--- config.mk ---
export PLATFORM = sky130hd
export DESIGN_NAME = axi4_single_beat_master
export DESIGN_NICKNAME = d
export VERILOG_FILES = /design/src/rtl/axi4_single_beat_master.sv
export SDC_FILE = /design/constraint.sdc
export NUM_CORES = 1
export LEC_CHECK = 0
export ABC_AREA = 1
export ABC_CLOCK_PERIOD_IN_PS = 13200
export CAP_MARGIN = 40
export CORE_AREA = 4 4 261 263
export CTS_CLUSTER_DIAMETER = 100
export DETAILED_ROUTE_END_ITERATION = 7
export DIE_AREA = 0 0 265 267
export GPL_TIMING_DRIVEN = 0
export PLACE_DENSITY = 0.49
export SLEW_MARGIN = 20
export SYNTH_ARGS = -nofsm -noshare
export SYNTH_HDL_FRONTEND = slang
export SYNTH_SLANG_ARGS = --single-unit
--- constraint.sdc ---
create_clock -name clk_i -period 13.2 [get_ports clk_i]
set_clock_uncertainty 0.05 [all_clocks]
set_input_delay 1.32 -clock clk_i [delete_from_list [all_inputs] [get_ports clk_i]]
set_output_delay 1.32 -clock clk_i [all_outputs]
set_load 0.02 [all_outputs]
--- src/rtl/axi4_single_beat_master.sv ---
// Single-outstanding AXI4 initiator: takes one command, issues one single-beat INCR
// write or read, and returns the response or a timeout indication.
module axi4_single_beat_master #(
    parameter int          AXI_ADDR_WIDTH   = 6,
    parameter int          AXI_DATA_WIDTH   = 128,
    parameter int          AXI_STROBE_WIDTH = AXI_DATA_WIDTH >> 3,
    parameter logic [15:0] AXI_ID           = 16'h0000,
    parameter int          TIMEOUT_CYCLES   = 1024
) (
    input  logic                        clk_i,
    input  logic                        reset_i,
    // command / response
    input  logic                        cmd_valid_i,
    output logic                        cmd_ready_o,
    input  logic                        cmd_write_i,
    input  logic [AXI_ADDR_WIDTH-1:0]   cmd_addr_i,
    input  logic [AXI_DATA_WIDTH-1:0]   cmd_wdata_i,
    input  logic [AXI_STROBE_WIDTH-1:0] cmd_wstrb_i,
    output logic                        rsp_valid_o,
    input  logic                        rsp_ready_i,
    output logic [AXI_DATA_WIDTH-1:0]   rsp_rdata_o,
    output logic [1:0]                  rsp_resp_o,
    output logic                        rsp_timeout_o,
    // AW
    output logic [AXI_ADDR_WIDTH-1:0]   m_axi_awaddr_o,
    output logic                        m_axi_awvalid_o,
    output logic [15:0]                 m_axi_awid_o,
    output logic [1:0]                  m_axi_awburst_o,
    output logic [2:0]                  m_axi_awsize_o,
    output logic [7:0]                  m_axi_awlen_o,
    output logic                        m_axi_awuser_o,
    input  logic                        m_axi_awready_i,
    // W
    output logic [AXI_DATA_WIDTH-1:0]   m_axi_wdata_o,
    output logic [AXI_STROBE_WIDTH-1:0] m_axi_wstrb_o,
    output logic                        m_axi_wvalid_o,
    output logic                        m_axi_wlast_o,
    input  logic                        m_axi_wready_i,
    // B
    input  logic                        m_axi_bvalid_i,
    input  logic [1:0]                  m_axi_bresp_i,
    input  logic [15:0]                 m_axi_bid_i,
    output logic                        m_axi_bready_o,
    // AR
    output logic [AXI_ADDR_WIDTH-1:0]   m_axi_araddr_o,
    output logic                        m_axi_arvalid_o,
    output logic [15:0]                 m_axi_arid_o,
    output logic [1:0]                  m_axi_arburst_o,
    output logic [2:0]                  m_axi_arsize_o,
    output logic [7:0]                  m_axi_arlen_o,
    output logic                        m_axi_aruser_o,
    input  logic                        m_axi_arready_i,
    // R
    input  logic                        m_axi_rvalid_i,
    input  logic [AXI_DATA_WIDTH-1:0]   m_axi_rdata_i,
    input  logic [1:0]                  m_axi_rresp_i,
    input  logic                        m_axi_rlast_i,
    input  logic [15:0]                 m_axi_rid_i,
    output logic                        m_axi_rready_o
);

    localparam int              CW       = $clog2(TIMEOUT_CYCLES + 1);
    localparam logic [CW-1:0]   CNT_LAST = CW'(TIMEOUT_CYCLES - 1);
    localparam logic [2:0]      BEAT_SZ  = 3'($clog2(AXI_STROBE_WIDTH));
    localparam logic [1:0]      RESP_ERR = 2'b10;

    typedef enum logic [2:0] {IDLE, WR_AW_W, WAIT_B, RD_AR, WAIT_R, RSP} state_t;

    state_t                      state_q, state_d;
    logic                        cmd_ready_q, cmd_ready_d;
    logic                        awvalid_q, awvalid_d;
    logic                        wvalid_q, wvalid_d;
    logic                        bready_q, bready_d;
    logic                        arvalid_q, arvalid_d;
    logic                        rready_q, rready_d;
    logic                        rsp_valid_q, rsp_valid_d;
    logic [AXI_DATA_WIDTH-1:0]   rsp_rdata_q, rsp_rdata_d;
    logic [1:0]                  rsp_resp_q, rsp_resp_d;
    logic                        rsp_timeout_q, rsp_timeout_d;
    logic [AXI_ADDR_WIDTH-1:0]   addr_q, addr_d;
    logic [AXI_DATA_WIDTH-1:0]   wdata_q, wdata_d;
    logic [AXI_STROBE_WIDTH-1:0] wstrb_q, wstrb_d;
    logic [CW-1:0]               cnt_q, cnt_d;

    always_ff @(posedge clk_i or posedge reset_i) begin
        if (reset_i) begin
            state_q       <= IDLE;
            cmd_ready_q   <= 1'b1;
            awvalid_q     <= 1'b0;
            wvalid_q      <= 1'b0;
            bready_q      <= 1'b0;
            arvalid_q     <= 1'b0;
            rready_q      <= 1'b0;
            rsp_valid_q   <= 1'b0;
            rsp_rdata_q   <= '0;
            rsp_resp_q    <= '0;
            rsp_timeout_q <= 1'b0;
            addr_q        <= '0;
            wdata_q       <= '0;
            wstrb_q       <= '0;
            cnt_q         <= '0;
        end else begin
            state_q       <= state_d;
            cmd_ready_q   <= cmd_ready_d;
            awvalid_q     <= awvalid_d;
            wvalid_q      <= wvalid_d;
            bready_q      <= bready_d;
            arvalid_q     <= arvalid_d;
            rready_q      <= rready_d;
            rsp_valid_q   <= rsp_valid_d;
            rsp_rdata_q   <= rsp_rdata_d;
            rsp_resp_q    <= rsp_resp_d;
            rsp_timeout_q <= rsp_timeout_d;
            addr_q        <= addr_d;
            wdata_q       <= wdata_d;
            wstrb_q       <= wstrb_d;
            cnt_q         <= cnt_d;
        end
    end

    always_comb begin
        state_d       = state_q;
        cmd_ready_d   = cmd_ready_q;
        awvalid_d     = awvalid_q;
        wvalid_d      = wvalid_q;
        bready_d      = bready_q;
        arvalid_d     = arvalid_q;
        rready_d      = rready_q;
        rsp_valid_d   = rsp_valid_q;
        rsp_rdata_d   = rsp_rdata_q;
        rsp_resp_d    = rsp_resp_q;
        rsp_timeout_d = rsp_timeout_q;
        addr_d        = addr_q;
        wdata_d       = wdata_q;
        wstrb_d       = wstrb_q;
        cnt_d         = cnt_q;

        unique case (state_q)
            IDLE: begin
                if (cmd_valid_i) begin
                    addr_d      = cmd_addr_i;
                    wdata_d     = cmd_wdata_i;
                    wstrb_d     = cmd_wstrb_i;
                    cmd_ready_d = 1'b0;
                    if (cmd_write_i) begin
                        awvalid_d = 1'b1;
                        wvalid_d  = 1'b1;
                        state_d   = WR_AW_W;
                    end else begin
                        arvalid_d = 1'b1;
                        state_d   = RD_AR;
                    end
                end
            end
            WR_AW_W: begin
                // AW and W complete independently; B wait starts once both are done.
                if (awvalid_q && m_axi_awready_i) awvalid_d = 1'b0;
                if (wvalid_q && m_axi_wready_i)   wvalid_d  = 1'b0;
                if (!awvalid_d && !wvalid_d) begin
                    bready_d = 1'b1;
                    cnt_d    = '0;
                    state_d  = WAIT_B;
                end
            end
            RD_AR: begin
                if (m_axi_arready_i) begin
                    arvalid_d = 1'b0;
                    rready_d  = 1'b1;
                    cnt_d     = '0;
                    state_d   = WAIT_R;
                end
            end
            WAIT_B: begin
                if (m_axi_bvalid_i) begin
                    bready_d      = 1'b0;
                    rsp_valid_d   = 1'b1;
                    rsp_rdata_d   = '0;
                    rsp_resp_d    = (m_axi_bid_i == AXI_ID) ? m_axi_bresp_i : RESP_ERR;
                    rsp_timeout_d = 1'b0;
                    state_d       = RSP;
                end else if (cnt_q == CNT_LAST) begin
                    bready_d      = 1'b0;
                    rsp_valid_d   = 1'b1;
                    rsp_rdata_d   = '0;
                    rsp_resp_d    = RESP_ERR;
                    rsp_timeout_d = 1'b1;
                    state_d       = RSP;
                end else begin
                    cnt_d = cnt_q + 1'b1;
                end
            end
            WAIT_R: begin
                if (m_axi_rvalid_i) begin
                    rready_d      = 1'b0;
                    rsp_valid_d   = 1'b1;
                    rsp_rdata_d   = m_axi_rdata_i;
                    rsp_resp_d    = (m_axi_rid_i == AXI_ID && m_axi_rlast_i) ? m_axi_rresp_i
                                                                            : RESP_ERR;
                    rsp_timeout_d = 1'b0;
                    state_d       = RSP;
                end else if (cnt_q == CNT_LAST) begin
                    rready_d      = 1'b0;
                    rsp_valid_d   = 1'b1;
                    rsp_rdata_d   = '0;
                    rsp_resp_d    = RESP_ERR;
                    rsp_timeout_d = 1'b1;
                    state_d       = RSP;
                end else begin
                    cnt_d = cnt_q + 1'b1;
                end
            end
            RSP: begin
                if (rsp_ready_i) begin
                    rsp_valid_d = 1'b0;
                    cmd_ready_d = 1'b1;
                    state_d     = IDLE;
                end
            end
            default: state_d = IDLE;
        endcase
    end

    assign cmd_ready_o     = cmd_ready_q;
    assign rsp_valid_o     = rsp_valid_q;
    assign rsp_rdata_o     = rsp_rdata_q;
    assign rsp_resp_o      = rsp_resp_q;
    assign rsp_timeout_o   = rsp_timeout_q;

    assign m_axi_awaddr_o  = addr_q;
    assign m_axi_awvalid_o = awvalid_q;
    assign m_axi_awid_o    = AXI_ID;
    assign m_axi_awburst_o = 2'b01;
    assign m_axi_awsize_o  = BEAT_SZ;
    assign m_axi_awlen_o   = 8'd0;
    assign m_axi_awuser_o  = 1'b0;

    assign m_axi_wdata_o   = wdata_q;
    assign m_axi_wstrb_o   = wstrb_q;
    assign m_axi_wvalid_o  = wvalid_q;
    assign m_axi_wlast_o   = 1'b1;
    assign m_axi_bready_o  = bready_q;

    assign m_axi_araddr_o  = addr_q;
    assign m_axi_arvalid_o = arvalid_q;
    assign m_axi_arid_o    = AXI_ID;
    assign m_axi_arburst_o = 2'b01;
    assign m_axi_arsize_o  = BEAT_SZ;
    assign m_axi_arlen_o   = 8'd0;
    assign m_axi_aruser_o  = 1'b0;
    assign m_axi_rready_o  = rready_q;

endmodule

==> results.toml <==
[status]
status = "finished clean"

[logic_synthesis]
synth_area_um2 = 12800
ys.warnings.count = 0
synth_seq_cells = 302
ys_types = 31
synth_area_leader_cell = "dfrtp_1"
ys_seq_area_share_pct = 59.03
synth.top_cell.area_share_pct = 58.82
netlist_instances = 1506
syn_avg_cell_area_um2 = 8.503
yosys-top-cells-area = "dfrtp_1, nand2_1, nand3_1"

[layout]
fin_nets = 2555
fill_cells = 6838
final_cell_mix = "nand2_1, clkdlybuf4s50_1, dfrtp_1"
instances_no_fill = 3129
layout_commonest_cell = "nand2_1"
drive_above_1_share_pct = 8.536
area_delta_synth_final_pct = 70.19

[global_route]
grt_max_degree = 97
grtUsageTotal_pct = 14.50
grt_overflow = 0
antenna_found_initial = 7
first_global_vias = 12600
grt_pass1_wl_um = 79290

[detailed_routing]
drt-total-wl_um = 53610
viasPerCell = 3.910
drtIter0Drc = 577
drcViolationCount = 0
routedWlPerCell_um = 17.13
drt-pass1-iter-count = 5
ant_nets = 0
vias = 12230

[critical_path]
worstPathBufferInverterCount = 1
slowest_stage = "clkdlybuf4s50_1"
start_kind = "register"
crit_fanout = 2
cp.arrival_ps = 1810
ff2ff_path_depth = 7
cpLargestDelayFamily = "buffers and inverters"
worst-path-stages = 1
cpPeakStageDelay_ps = 720
critPathCaptureType = "output pin"
critPathRequiredTime_ps = 11830
path_class = "reg2out"
cp_cell_sequence = "clkdlybuf4s50_1"

[floorplan]
dieArea_um2 = 70760
coreArea_um2 = 65630
die_height_um = 267
die_w_um = 265
rows = 94
io_pins = 680
initial_utilization_pct = 19.51

[timing]
drv_slew = 0
period_minus_slack_ps = 3181
setup_violations = 0
post-route-period-util_pct = 24.10
clock.fmax_ghz = 0.3144
rsz0062_at_grt = "false"
worstMarginPinSlew_ps = 822.9
slew_headroom_pct = 45.14
setup-tns-final_ps = 0
hold_viol_final = 0

[cts]
cts.sinks = 302
cts_max_path_buffers = 3
postCtsSetupBuffers = 0
htreeDepth = 2
cts-root-buf = "clkbuf_16"
cts_tree = "done"
clock_latency_ps = 560
ctsResizeCount = 0
postCtsHoldBufs = 0
cts_buffers = 41
clkTransAtPathRegs_ps = 60

[hold_path]
whs_path_depth = 2
min_path_type = "reg2reg"

[power_and_ir_drop]
power.leakage_nw = 10.62
swShare_pct = 40.06
powerDensity_nw_per_um2 = 239.1
pwr-share-seq_pct = 30.6
ir_drop_v = 0.0001351
netSwitchingPower_mw = 2.088
p_comb_share_pct = 47.4
internal-power_mw = 3.124
p_clk_share_pct = 21.9

[place]
dp.cells = 3050
port-buffer-count = 618
place.gp.congestion = 0.8329
hpwl_um = 42000

[job]
max_cap_viol_count = 0
-- routing by layer --
layer,vias up,global-route usage [%],wire length (um)
met3,90,4.959,4270
met2,384,25.15,26830
met1,5761,16.89,20870
li1,5997,-,-
met5,-,0,7
met4,2,4.683,1631
-- power by group through the flow --
stage / clock network (mW) / logic (mW) / registers (mW)
global placement: 0 / 2.50 / 1.59
global route: 1.23 / 2.67 / 1.65
detailed placement: 0 / 2.52 / 1.60
CTS: 1.19 / 2.53 / 1.60
floorplan: 0 / 0.688 / 2.10
finish: 1.14 / 2.47 / 1.60
-- metrics by stage --
| step | util, % | setup WS (ps) | cell area [um^2] | total power, mW | hold WS (ps) |
|---|---|---|---|---|---|
| floorplan | - | 3486 | 13030 | 2.785 | 386.0 |
| global placement | 30.92 | -1335 | 20290 | 4.097 | 403.2 |
| detailed placement | 31.06 | 9697 | 20380 | 4.125 | 407.2 |
| CTS | 33.19 | 9964 | 21780 | 5.318 | 421.5 |
| global route | 33.19 | 9961 | 21780 | 5.551 | 430.7 |
| finish | 33.21 | 10020 | 21790 | 5.211 | 416.8 |
-- registers in the layout (all words and copies together), names as in the netlist --
register	cells
m_axi_wdata_o	128
rsp_rdata_o	128
m_axi_wstrb_o	16
cnt_q	11
m_axi_araddr_o	6
state_q	3
rsp_resp_o	2
cmd_ready_o	1
m_axi_arvalid_o	1
m_axi_awvalid_o	1
m_axi_bready_o	1
m_axi_rready_o	1
m_axi_wvalid_o	1
rsp_timeout_o	1
rsp_valid_o	1
-- kinds of logic (layout without fill, tap and decap cells) --
kind of cell,after synthesis,count (layout),share of synthesized area [%]
flip-flops,302,302,59.03
adder cells (fa/ha/maj),1,1,0.09770
AO/OA/AOI/OAI,13,13,0.6156
buffers and inverters,174,870,8.091
AND/OR/NAND/NOR,1009,1009,31.77
other,2,65,0.05865
XOR/XNOR,5,5,0.3421
-- final timing paths --
check	from	endpoint	slack (ps)
max in group asynchronous	reset_i	m_axi_wdata_o[114]	10820
setup / recovery	cmd_ready_o	cmd_ready_o	10020
min in group asynchronous	reset_i	m_axi_wdata_o[82]	1080
hold reg to reg	m_axi_wdata_o[45]	m_axi_wdata_o[45]	420
setup reg to reg	state_q[1]	m_axi_wdata_o[53]	10920
hold / removal	m_axi_wdata_o[45]	m_axi_wdata_o[45]	420
-- cell type report --
cell class | instances | area, um^2 | share of cell area [%]
Antenna cell | 4 | 10.01 | 0.04593
Buffer | 143 | 919.6 | 4.220
Clock buffer | 59 | 1204 | 5.523
Clock inverter | 16 | 195.2 | 0.8957
Inverter | 31 | 123.9 | 0.5684
Multi-Input combinational cell | 1089 | 4432 | 20.34
Sequential cell | 302 | 7559 | 34.68
Tap cell | 864 | 1081 | 4.961
Timing Repair Buffer | 621 | 6269 | 28.76
-- synthesized netlist by cell type, drive strengths merged --
| cell | instances |
|---|---|
| nand2 | 793 |
| dfrtp | 301 |
| nand3 | 141 |
| buf | 105 |
| nor2 | 59 |
| clkbuf | 38 |
| inv | 31 |
| nand4 | 13 |
| o21ai | 5 |
| xor2 | 3 |
| a21oi | 2 |
| a22oi | 2 |
| conb | 2 |
| xnor2 | 2 |
| and2 | 1 |
| dfstp | 1 |
| ha | 1 |
| nor3 | 1 |
| o21a | 1 |
| o21bai | 1 |
| o22ai | 1 |
| o31ai | 1 |
| or2 | 1 |
(Power assumes the default switching activity.)
